==> src/rtl/div_seq_param_if.sv <==
`default_nettype none
// =============================================================================
// div_seq_param_if : control-unit <-> divider handshake and operand/result bus
// Revision: 1.0
// =============================================================================
interface div_seq_param_if #(
  parameter int WIDTH = 32
) ();
  logic [WIDTH-1:0] a;
  logic [WIDTH-1:0] b;
  logic             divControl;
  logic             signedMode;
  logic             divBusy;
  logic             divStop;
  logic             divZero;
  logic             divOverflow;
  logic [WIDTH-1:0] hi;
  logic [WIDTH-1:0] lo;

  modport master (
    output a, b, divControl, signedMode,
    input  divBusy, divStop, divZero, divOverflow, hi, lo
  );

  modport slave (
    input  a, b, divControl, signedMode,
    output divBusy, divStop, divZero, divOverflow, hi, lo
  );
endinterface
`default_nettype wire

==> src/rtl/div_seq_param.sv <==
`default_nettype none
// =============================================================================
// div_seq_param : multi-cycle restoring divider, runtime signed/unsigned mode
// Revision: 1.0
// =============================================================================
module div_seq_param #(
  parameter int WIDTH = 32,
  parameter int STEPS = 1
) (
  input  wire logic      clk,
  input  wire logic      reset,
  div_seq_param_if.slave bus
);
  localparam int N  = WIDTH / STEPS;
  localparam int CW = (N > 1) ? $clog2(N) : 1;
  localparam logic [CW-1:0]    C_CNT_LAST = CW'(N - 1);
  localparam logic [WIDTH-1:0] C_MIN      = {1'b1, {(WIDTH-1){1'b0}}};

  localparam logic [1:0] S_IDLE = 2'd0;
  localparam logic [1:0] S_RUN  = 2'd1;
  localparam logic [1:0] S_FIX  = 2'd2;
  localparam logic [1:0] S_DONE = 2'd3;

  logic [1:0]       state_q, state_d;
  logic [CW-1:0]    cnt_q;
  // dq_q holds the dividend magnitude; quotient bits shift in as dividend bits shift out
  logic [WIDTH-1:0] dq_q, dq_d;
  logic [WIDTH-1:0] dvs_q;
  logic [WIDTH-1:0] rem_q, rem_d;
  logic [WIDTH-1:0] hi_q, lo_q;
  logic             qneg_q, rneg_q, ovf_pend_q, ovf_q, zero_q;

  logic             a_neg, b_neg, b_zero, start;
  logic [WIDTH-1:0] a_abs, b_abs;
  logic [WIDTH:0]   sh;
  logic             qbit;

  always_comb begin
    a_neg  = bus.signedMode & bus.a[WIDTH-1];
    b_neg  = bus.signedMode & bus.b[WIDTH-1];
    a_abs  = a_neg ? -bus.a : bus.a;
    b_abs  = b_neg ? -bus.b : bus.b;
    b_zero = (bus.b == '0);
    start  = (state_q == S_IDLE) && bus.divControl;
  end

  always_comb begin
    rem_d = rem_q;
    dq_d  = dq_q;
    sh    = '0;
    qbit  = 1'b0;
    for (int s = 0; s < STEPS; s++) begin
      sh = {rem_d, dq_d[WIDTH-1]};
      if (sh >= {1'b0, dvs_q}) begin
        sh   = sh - {1'b0, dvs_q};
        qbit = 1'b1;
      end else begin
        qbit = 1'b0;
      end
      rem_d = sh[WIDTH-1:0];
      dq_d  = {dq_d[WIDTH-2:0], qbit};
    end
  end

  always_ff @(posedge clk or negedge reset) begin
    if (!reset) begin
      state_q <= S_IDLE;
    end else begin
      state_q <= state_d;
    end
  end

  // Divide-by-zero passes through FIX (with results suppressed) so divStop lands one edge later
  always_comb begin
    state_d = state_q;
    case (state_q)
      S_IDLE:  if (bus.divControl) state_d = b_zero ? S_FIX : S_RUN;
      S_RUN:   if (cnt_q == '0) state_d = S_FIX;
      S_FIX:   state_d = S_DONE;
      default: state_d = S_IDLE;
    endcase
  end

  always_comb begin
    bus.divBusy = (state_q == S_RUN) || ((state_q == S_FIX) && !zero_q);
    bus.divStop = (state_q == S_DONE);
  end

  always_ff @(posedge clk or negedge reset) begin
    if (!reset) begin
      cnt_q      <= '0;
      dq_q       <= '0;
      dvs_q      <= '0;
      rem_q      <= '0;
      hi_q       <= '0;
      lo_q       <= '0;
      qneg_q     <= 1'b0;
      rneg_q     <= 1'b0;
      ovf_pend_q <= 1'b0;
      ovf_q      <= 1'b0;
      zero_q     <= 1'b0;
    end else begin
      if (start) begin
        dq_q       <= a_abs;
        dvs_q      <= b_abs;
        rem_q      <= '0;
        cnt_q      <= C_CNT_LAST;
        qneg_q     <= a_neg ^ b_neg;
        rneg_q     <= a_neg;
        ovf_pend_q <= bus.signedMode & (bus.a == C_MIN) & (&bus.b);
        ovf_q      <= 1'b0;
        zero_q     <= b_zero;
        hi_q       <= '0;
        lo_q       <= '0;
      end else if (state_q == S_RUN) begin
        rem_q <= rem_d;
        dq_q  <= dq_d;
        cnt_q <= cnt_q - CW'(1);
      end else if ((state_q == S_FIX) && !zero_q) begin
        lo_q  <= qneg_q ? -dq_q : dq_q;
        hi_q  <= rneg_q ? -rem_q : rem_q;
        ovf_q <= ovf_pend_q;
      end
    end
  end

  assign bus.hi          = hi_q;
  assign bus.lo          = lo_q;
  assign bus.divZero     = zero_q;
  assign bus.divOverflow = ovf_q;
endmodule
`default_nettype wire

==> src/flat_wrapper.sv <==
// flat-port wrapper written by rule: the top's interface ports become plain ports
module div_seq_param_flat 
#(
  parameter int WIDTH = 32,
  parameter int STEPS = 1
)
  (clk, reset, bus_a, bus_b, bus_divControl, bus_signedMode, bus_divBusy, bus_divStop, bus_divZero, bus_divOverflow, bus_hi, bus_lo);
  div_seq_param_if #(.WIDTH(WIDTH)) bus_i ();
  input  wire logic clk;
  input  wire logic reset;
  input wire logic [$bits(bus_i.a)-1:0] bus_a;
  input wire logic [$bits(bus_i.b)-1:0] bus_b;
  input wire logic [$bits(bus_i.divControl)-1:0] bus_divControl;
  input wire logic [$bits(bus_i.signedMode)-1:0] bus_signedMode;
  output wire logic [$bits(bus_i.divBusy)-1:0] bus_divBusy;
  output wire logic [$bits(bus_i.divStop)-1:0] bus_divStop;
  output wire logic [$bits(bus_i.divZero)-1:0] bus_divZero;
  output wire logic [$bits(bus_i.divOverflow)-1:0] bus_divOverflow;
  output wire logic [$bits(bus_i.hi)-1:0] bus_hi;
  output wire logic [$bits(bus_i.lo)-1:0] bus_lo;
  assign bus_i.a = bus_a;
  assign bus_i.b = bus_b;
  assign bus_i.divControl = bus_divControl;
  assign bus_i.signedMode = bus_signedMode;
  assign bus_divBusy = bus_i.divBusy;
  assign bus_divStop = bus_i.divStop;
  assign bus_divZero = bus_i.divZero;
  assign bus_divOverflow = bus_i.divOverflow;
  assign bus_hi = bus_i.hi;
  assign bus_lo = bus_i.lo;
  div_seq_param #(.WIDTH(WIDTH), .STEPS(STEPS)) u_core (.clk(clk), .reset(reset), .bus(bus_i));
endmodule
==> config.mk <==
export PLATFORM = sky130hd
export DESIGN_NAME = div_seq_param_flat
export DESIGN_NICKNAME = d
export VERILOG_FILES = /design/src/rtl/div_seq_param_if.sv /design/src/rtl/div_seq_param.sv /design/src/flat_wrapper.sv
export SDC_FILE = /design/constraint.sdc
export NUM_CORES = 1
export LEC_CHECK = 0
export BUFFER_PORTS_ARGS = -buffer_cell sky130_fd_sc_hd__buf_2
export CORE_MARGIN = 2
export CORE_UTILIZATION = 54
export DETAILED_ROUTE_END_ITERATION = 6
export PLACE_DENSITY = 0.79
export SYNTH_ARGS = -nofsm -noshare
export SYNTH_HDL_FRONTEND = slang
export SYNTH_SLANG_ARGS = --single-unit
==> constraint.sdc <==
create_clock -name clk -period 2.95 [get_ports clk]
set_input_delay 0.4425 -clock clk [delete_from_list [all_inputs] [get_ports clk]]
set_output_delay 0.4425 -clock clk [all_outputs]
set_load 0.005 [all_outputs]
==> results of run 1 <==
## cell families after synthesis
| logic type | count (synthesis) | synth area share (%) |
|---|---|---|
| AO/OA/AOI/OAI | 376 | 19.9 |
| adder cells (fa/ha/maj) | 46 | 5.04 |
| XOR/XNOR | 150 | 11.4 |
| buffers and inverters | 130 | 4.58 |
| flip-flops | 172 | 37.2 |
| multiplexers | 53 | 4.59 |
| AND/OR/NAND/NOR | 430 | 17.4 |
## power breakdown
part | internal (mW) | switching, mW
Clock | 1.23 | 1.09
Sequential | 3.34 | 0.926
Combinational | 4.97 | 6.29
Total | 9.54 | 8.31
## timing repair
item,in CTS,in global routing
hold buffers,0,0
pin swaps,6,20
gates resized for setup,8,29
setup buffers,1,6
endpoints found under the setup margin,6,34
cloned,0,1
hold endpoints to repair,0,0
## state kept, by name, indices dropped and copies added, names as in the netlist, 2 cells and up
register,cells
u_core.cnt_q,5
u_core.dvs_q,32
u_core.rem_q,32
u_core.state_q,2
u_core.bus.lo,32
u_core.bus.hi,32
u_core.dq_q,32
## per-stage QoR
step                      total power, mW  utilization, %
after floorplan                      11.5               -
after global placement               14.4            61.6
after detailed placement             14.7            61.6
after CTS                            17.2            64.8
after global routing                 19.2            65.6
final                                17.8            65.6
## area by class of cell
class,instances,area share (%)
clock inverters,15,1.43
repair buffers,218,10.3
inverters,56,1.52
multi-input cells,1055,50.0
well taps,275,2.49
clock buffers,17,3.08
flip-flops and latches,172,31.2
## placed cells by master (no fill, tap or decap), drive strengths merged, types with 2 or more instances in the layout
cell type    n
inv         63
nand4       16
a2111oi      3
xnor2       56
a21o        17
o21bai       6
a211oi      21
and4         2
nand2b       9
nor3        18
nand3       21
or2         10
nor4        13
or4         12
dfrtp      172
a211o        3
xor2        94
nand2      216
o22ai        2
a31o         2
o21ai      189
a21boi       4
or3         13
a31oi       14
and3        11
clkinv       7
nor2b        6
and2         9
mux2i       52
o211ai       2
clkbuf      18
a21oi       57
a41o         2
o41ai       13
o31ai       37
nor2        70
ha          45
o211a        2
buf        217
## path summary, 6_finish.rpt
check	cells past startpoint	end	from	slack (ns)
worst max-delay path	13	u_core.rem_q[28]	u_core.dq_q[31]	-0.10
max in group asynchronous	2	u_core.bus.lo[30]	reset	2.16
min in group clk	3	u_core.dq_q[0]	bus_a[0]	0.31
worst min-delay path	1	u_core.state_q[0]	reset	-0.01
worst max register to register	13	u_core.rem_q[28]	u_core.dq_q[31]	-0.10
worst min register to register	2	u_core.bus.hi[30]	u_core.bus.hi[30]	0.47
## per-layer routing
layer / global-route usage, % / wire length [um]
met1: 40.1 / 14400
met2: 41.6 / 13400
met3: 3.73 / 2170
met4: 6.08 / 293
met5: 0 / 13
## worst reg2reg max path, cell delays in order (launching register included)
cell and delay [ns]:
dfrtp_1 0.42, inv_2 0.11, ha_4 0.15, inv_2 0.04
fa_2 0.34, a21oi_2 0.18, o211ai_1 0.17, a31o_2 0.26
or4b_4 0.50, a31oi_4 0.19, nor2_1 0.06, a211o_1 0.24
xnor2_1 0.18, a31oi_1 0.10
==> qor.yml, run 1 <==
design.portCount: 136
drt_iter0_drc: 746
placed_area_um2: 13000
die_x_um: 150
vdd_ir_drop_max_uv: 687
cp-start-kind: "flop"
grt_start_max_net_pins: 91
grt_antenna_before_repair: 1
final.min_clock_period_ns: 3.05
rsz0062_at_grt: "yes"
grt_pass1_wl_mm: 48.6
drt-pass1-iter-count: 5
end_kind: "flop"
grt_usage_pct: 26.9
worstMarginPinSlew_ns: 0.990
synth_area_leaders: "dfrtp_1 37%, o21ai_0 7.7%, xor2_1 7.1%"
dp_cells: 1768
ant_nets: 0
htreeDepth: 4
worstPathCellList: "inv_2, ha_4, inv_2, fa_2, a21oi_2, o211ai_1, a31o_2, or4b_4, a31oi_4, nor2_1, a211o_1, xnor2_1, a31oi_1"
crit_top_cell: "inv_2"
syn-cell-area_um2: 11600
hold_viol: 8
vias: 10400
dieArea_um2: 22600
cp.arrival_ns: 3.34
cpMaxStageDelayCell: "or4b_4"
yosys.area.top_type_share_pct: 37.2
io_buffers: 135
syn_area_per_cell_um2: 8.53
finalSetupTns_ns: -0.140
cp_data_required_time_ns: 3.24
fillerInstances: 1752
status: "finished with violations"
yosys_warnings: 0
timing.final.max_slew_violations: 0
max_stage_delay_ns: 0.50
ys_seq_area_share_pct: 37.2
final_cell_area_um2: 13800
multi_input_comb_area_um2: 6900
cts_made_buffers: 17
routed_via_density: 5.74
path_buf_inv: 2
die_h_um: 150
cts_root_buf: "clkbuf_16"
clock_skew_ns: 0.00978
hpwl_mm: 22.3
drv_cap: 0
cts_num_sinks: 172
netlist-cell-type-count: 66
clk_latency_ns: 0.43
start_util_pct: 55.1
synth-seq-cells: 172
synth_edf_count: 0
core_um2: 21000
seqCellArea_um2: 4300
critPathTopFamily: "compound AO/OA/AOI/OAI gates"
gp_congestion: 0.945
period_share_pct: 104
area_growth_pct: 19.2
grt_pass1_vias: 9764
async_reset_ff_share_pct: 100
drt_wl_total_mm: 30.2
critical_path.max_fanout: 3
min_path_type: "in2async"
wl_per_cell_um: 16.7
slew_headroom_pct: 34.0
p_per_area_nw_per_um2: 1290
cts_tree: "yes"
synth.most_common_cell: "nand2_1"
whs_ns: -0.0115
setup_viol: 3
clock_path_buffers: 2
final_layout_size_suffix_gt1_share_pct: 19.9
synth_ff_type: "dfrtp_1"
synth_commonest_cells: "215 x nand2_1, 178 x o21ai_0, 172 x dfrtp_1, 94 x xor2_1, 69 x nor2_1"
setup_slack_ns: -0.105
synth_cells: 1357
grt-ovfl-total: 0
worstSetupPathType: "reg2reg"
clkTransAtPathRegs_ns: 0.07
rows: 53
cellLeakagePower_nw: 6.34
fmax_mhz: 327
synth_nets: 1471
antenna_cells: 0
place_ws_ns: -0.165
drc_errors: 0
nets: 1634
yosys.area.top_type: "dfrtp_1"
violations: "hold timing, setup timing"
final_cells: 1808
Note: power is estimated with default switching activity, not from simulation.
==> inputs of run 2 (changes only) <==
CTS_CLUSTER_SIZE = 30   (was default)
GPL_TIMING_DRIVEN = 0   (was default)
clock period = 2.8 ns   (was 2.95 ns; I/O delays follow)
==> qor.yml, run 2 (same netlist as run 1, synthesis figures left out) <==
max_stage_delay_ns: 0.44  # -0.06 ns
start_util_pct: 55.1  # unchanged
utilization_pct: 66.8  # +1.1 points
cpMaxStageDelayCell: "o41ai_4"
critical_path.max_fanout: 8  # +5
vdd_ir_drop_max_uv: 778  # +13%
reg2reg_from: "u_core.dvs_q[1]"
grt_pass1_vias: 10200  # +4.1%
critPathTopFamily: "compound AO/OA/AOI/OAI gates"
status: "finished with violations"
seqCellArea_um2: 4330  # +0.52%
cp_data_required_time_ns: 3.08  # -0.16 ns
path_buf_inv: 4  # +2
cellLeakagePower_nw: 6.22  # -1.9%
nets: 1657  # +1.4%
cts_made_buffers: 17  # unchanged
place_ws_ns: -0.537  # -0.372 ns
fmax_mhz: 329  # +0.61%
final_layout_size_suffix_gt1_share_pct: 20.6  # +0.73 points
drc_errors: 0  # unchanged
wl_per_cell_um: 18.3  # +9.4%
layout_common_cells: "212 x nand2_1, 168 x o21ai_0, 154 x dfrtp_1"
grt_pass1_wl_mm: 52.4  # +7.8%
gp_congestion: 0.939  # -0.62%
setup_slack_ns: -0.237  # -0.132 ns
htreeDepth: 4  # unchanged
ant_nets: 0  # unchanged
end_kind: "flop"
cp-start-kind: "flop"
r2r_setup_slack_ns: -0.24  # -0.13 ns
min_path_type: "in2reg"
finalSetupTns_ns: -5.36  # -5.22 ns
violations: "setup timing"
clock_path_buffers: 2  # unchanged
crit_path_end: "u_core.rem_q[9]"
grt_usage_pct: 29.4  # +2.5 points
die_x_um: 150  # unchanged
min_from: "bus_b[1]"
rsz0062_at_grt: "yes"
multi_input_comb_area_um2: 7190  # +4.2%
worstSetupPathType: "reg2reg"
timing.final.max_slew_violations: 0  # unchanged
grt_antenna_before_repair: 0  # -1
cts_tree: "yes"
cp.arrival_ns: 3.32  # -0.02 ns
slew_headroom_pct: 46.4  # +12 points
setup_viol: 34  # +31
cts_root_buf: "clkbuf_16"
rows: 53  # unchanged
whs_ns: 0.288  # +0.300 ns
antenna_cells: 0  # unchanged
layout_commonest_cell: "nand2_1"
worstSetupStartpoint: "u_core.dvs_q[1]"
clk_latency_ns: 0.44  # about the same
reg2reg_to: "u_core.rem_q[9]"
area_growth_pct: 21.3
grt_start_max_net_pins: 127  # +40%
drv_cap: 0  # unchanged
crit_top_cell: "buf_12"
cts_num_sinks: 172  # unchanged
drt-pass1-iter-count: 6  # +1
worstPathCellList: "inv_2, ha_1, nand2b_1, a211oi_4, nor2_4, o41ai_4, a211o_1, a31o_1, buf_6, buf_12, buf_12, mux2i_2, a211oi_2"
die_h_um: 150  # unchanged
hold_viol: 0  # -8
vias: 10900  # +4.5%
final.min_clock_period_ns: 3.04  # -0.0184 ns
design.portCount: 136  # unchanged
hpwl_mm: 24.3  # +9.3%
grt-ovfl-total: 0  # unchanged
worstMarginPinSlew_ns: 0.803  # -0.187 ns
drt_wl_total_mm: 33.5  # +11%
clock_skew_ns: 0.0147  # +0.00495 ns
cp.depth: 13  # unchanged
period_share_pct: 108  # +4.9 points
clkTransAtPathRegs_ns: 0.07  # about the same
drt_iter0_drc: 1075  # +44%
fillerInstances: 1654  # -5.6%
dieArea_um2: 22600  # unchanged
routed_via_density: 5.93  # +3.2%
io_buffers: 135  # unchanged
ff2ff_path_depth: 13  # unchanged
p_per_area_nw_per_um2: 1430  # +11%
core_um2: 21000  # unchanged
[run 2: timing repair]
item,4_1_cts,5_1_grt
gates cloned,0,4
buffers inserted,21,13
hold buffers,1,0
pin swaps,17,26
hold endpoints to repair,46,0
gates resized for setup,70,54
endpoints found under the setup margin,41,50
[run 2: layout make-up]
cell class                 instances  share of cell area [%]
clock inverter                    14                   0.900
clock buffer                      18                    3.06
multi-input combinational       1055                    51.2
tap                              275                    2.45
inverter                          56                    1.50
buffer                            66                    2.26
sequential                       172                    30.8
timing repair buffer             175                    7.80
[run 2: power breakdown]
group | internal (mW) | leakage, nW | switching (mW)
Sequential | 3.54 | 2.16 | 1.19
Clock | 1.17 | 0.273 | 1.11
Combinational | 5.84 | 3.79 | 7.24
Total | 10.6 | 6.22 | 9.54
[run 2: per-stage QoR]
| stage | power (mW) | cell area [um^2] | instances |
|---|---|---|---|
| after global routing | 21.5 | 14000 | 1831 |
| after CTS | 18.5 | 13700 | 1815 |
| after detailed placement | 15.0 | 12600 | 1768 |
| after global placement | 14.7 | 12600 | 1767 |
| final | 20.1 | 14000 | 1831 |
| after floorplan | 12.1 | 11600 | 1357 |
[run 2: per-layer routing]
metal	wire length, um	GRT usage (%)	up-vias
met5	0	0	-
met4	612	7.08	0
met3	3190	5.97	59
met2	15100	45.6	488
met1	14600	42.4	5154
li1	-	-	5149
[run 2: worst reg2reg max path, cell delays in order (launching register included)]
cell	delay [ns]
dfrtp_1	0.36
inv_2	0.07
ha_1	0.30
nand2b_1	0.14
a211oi_4	0.32
nor2_4	0.07
o41ai_4	0.44
a211o_1	0.22
a31o_1	0.20
buf_6	0.12
buf_12	0.15
buf_12	0.16
mux2i_2	0.23
a211oi_2	0.09
[run 2: how the worst min path moves through the flow]
stage	endpoint	slack (ns)	cells after the start
after detailed placement	u_core.dq_q[25]	0.34	1
after CTS	u_core.dvs_q[1]	0.28	3
after global routing	u_core.dvs_q[1]	0.30	3
final	u_core.dvs_q[1]	0.29	3
after global placement	u_core.bus.lo[16]	0.46	2
after floorplan	u_core.bus.divOverflow	0.12	0
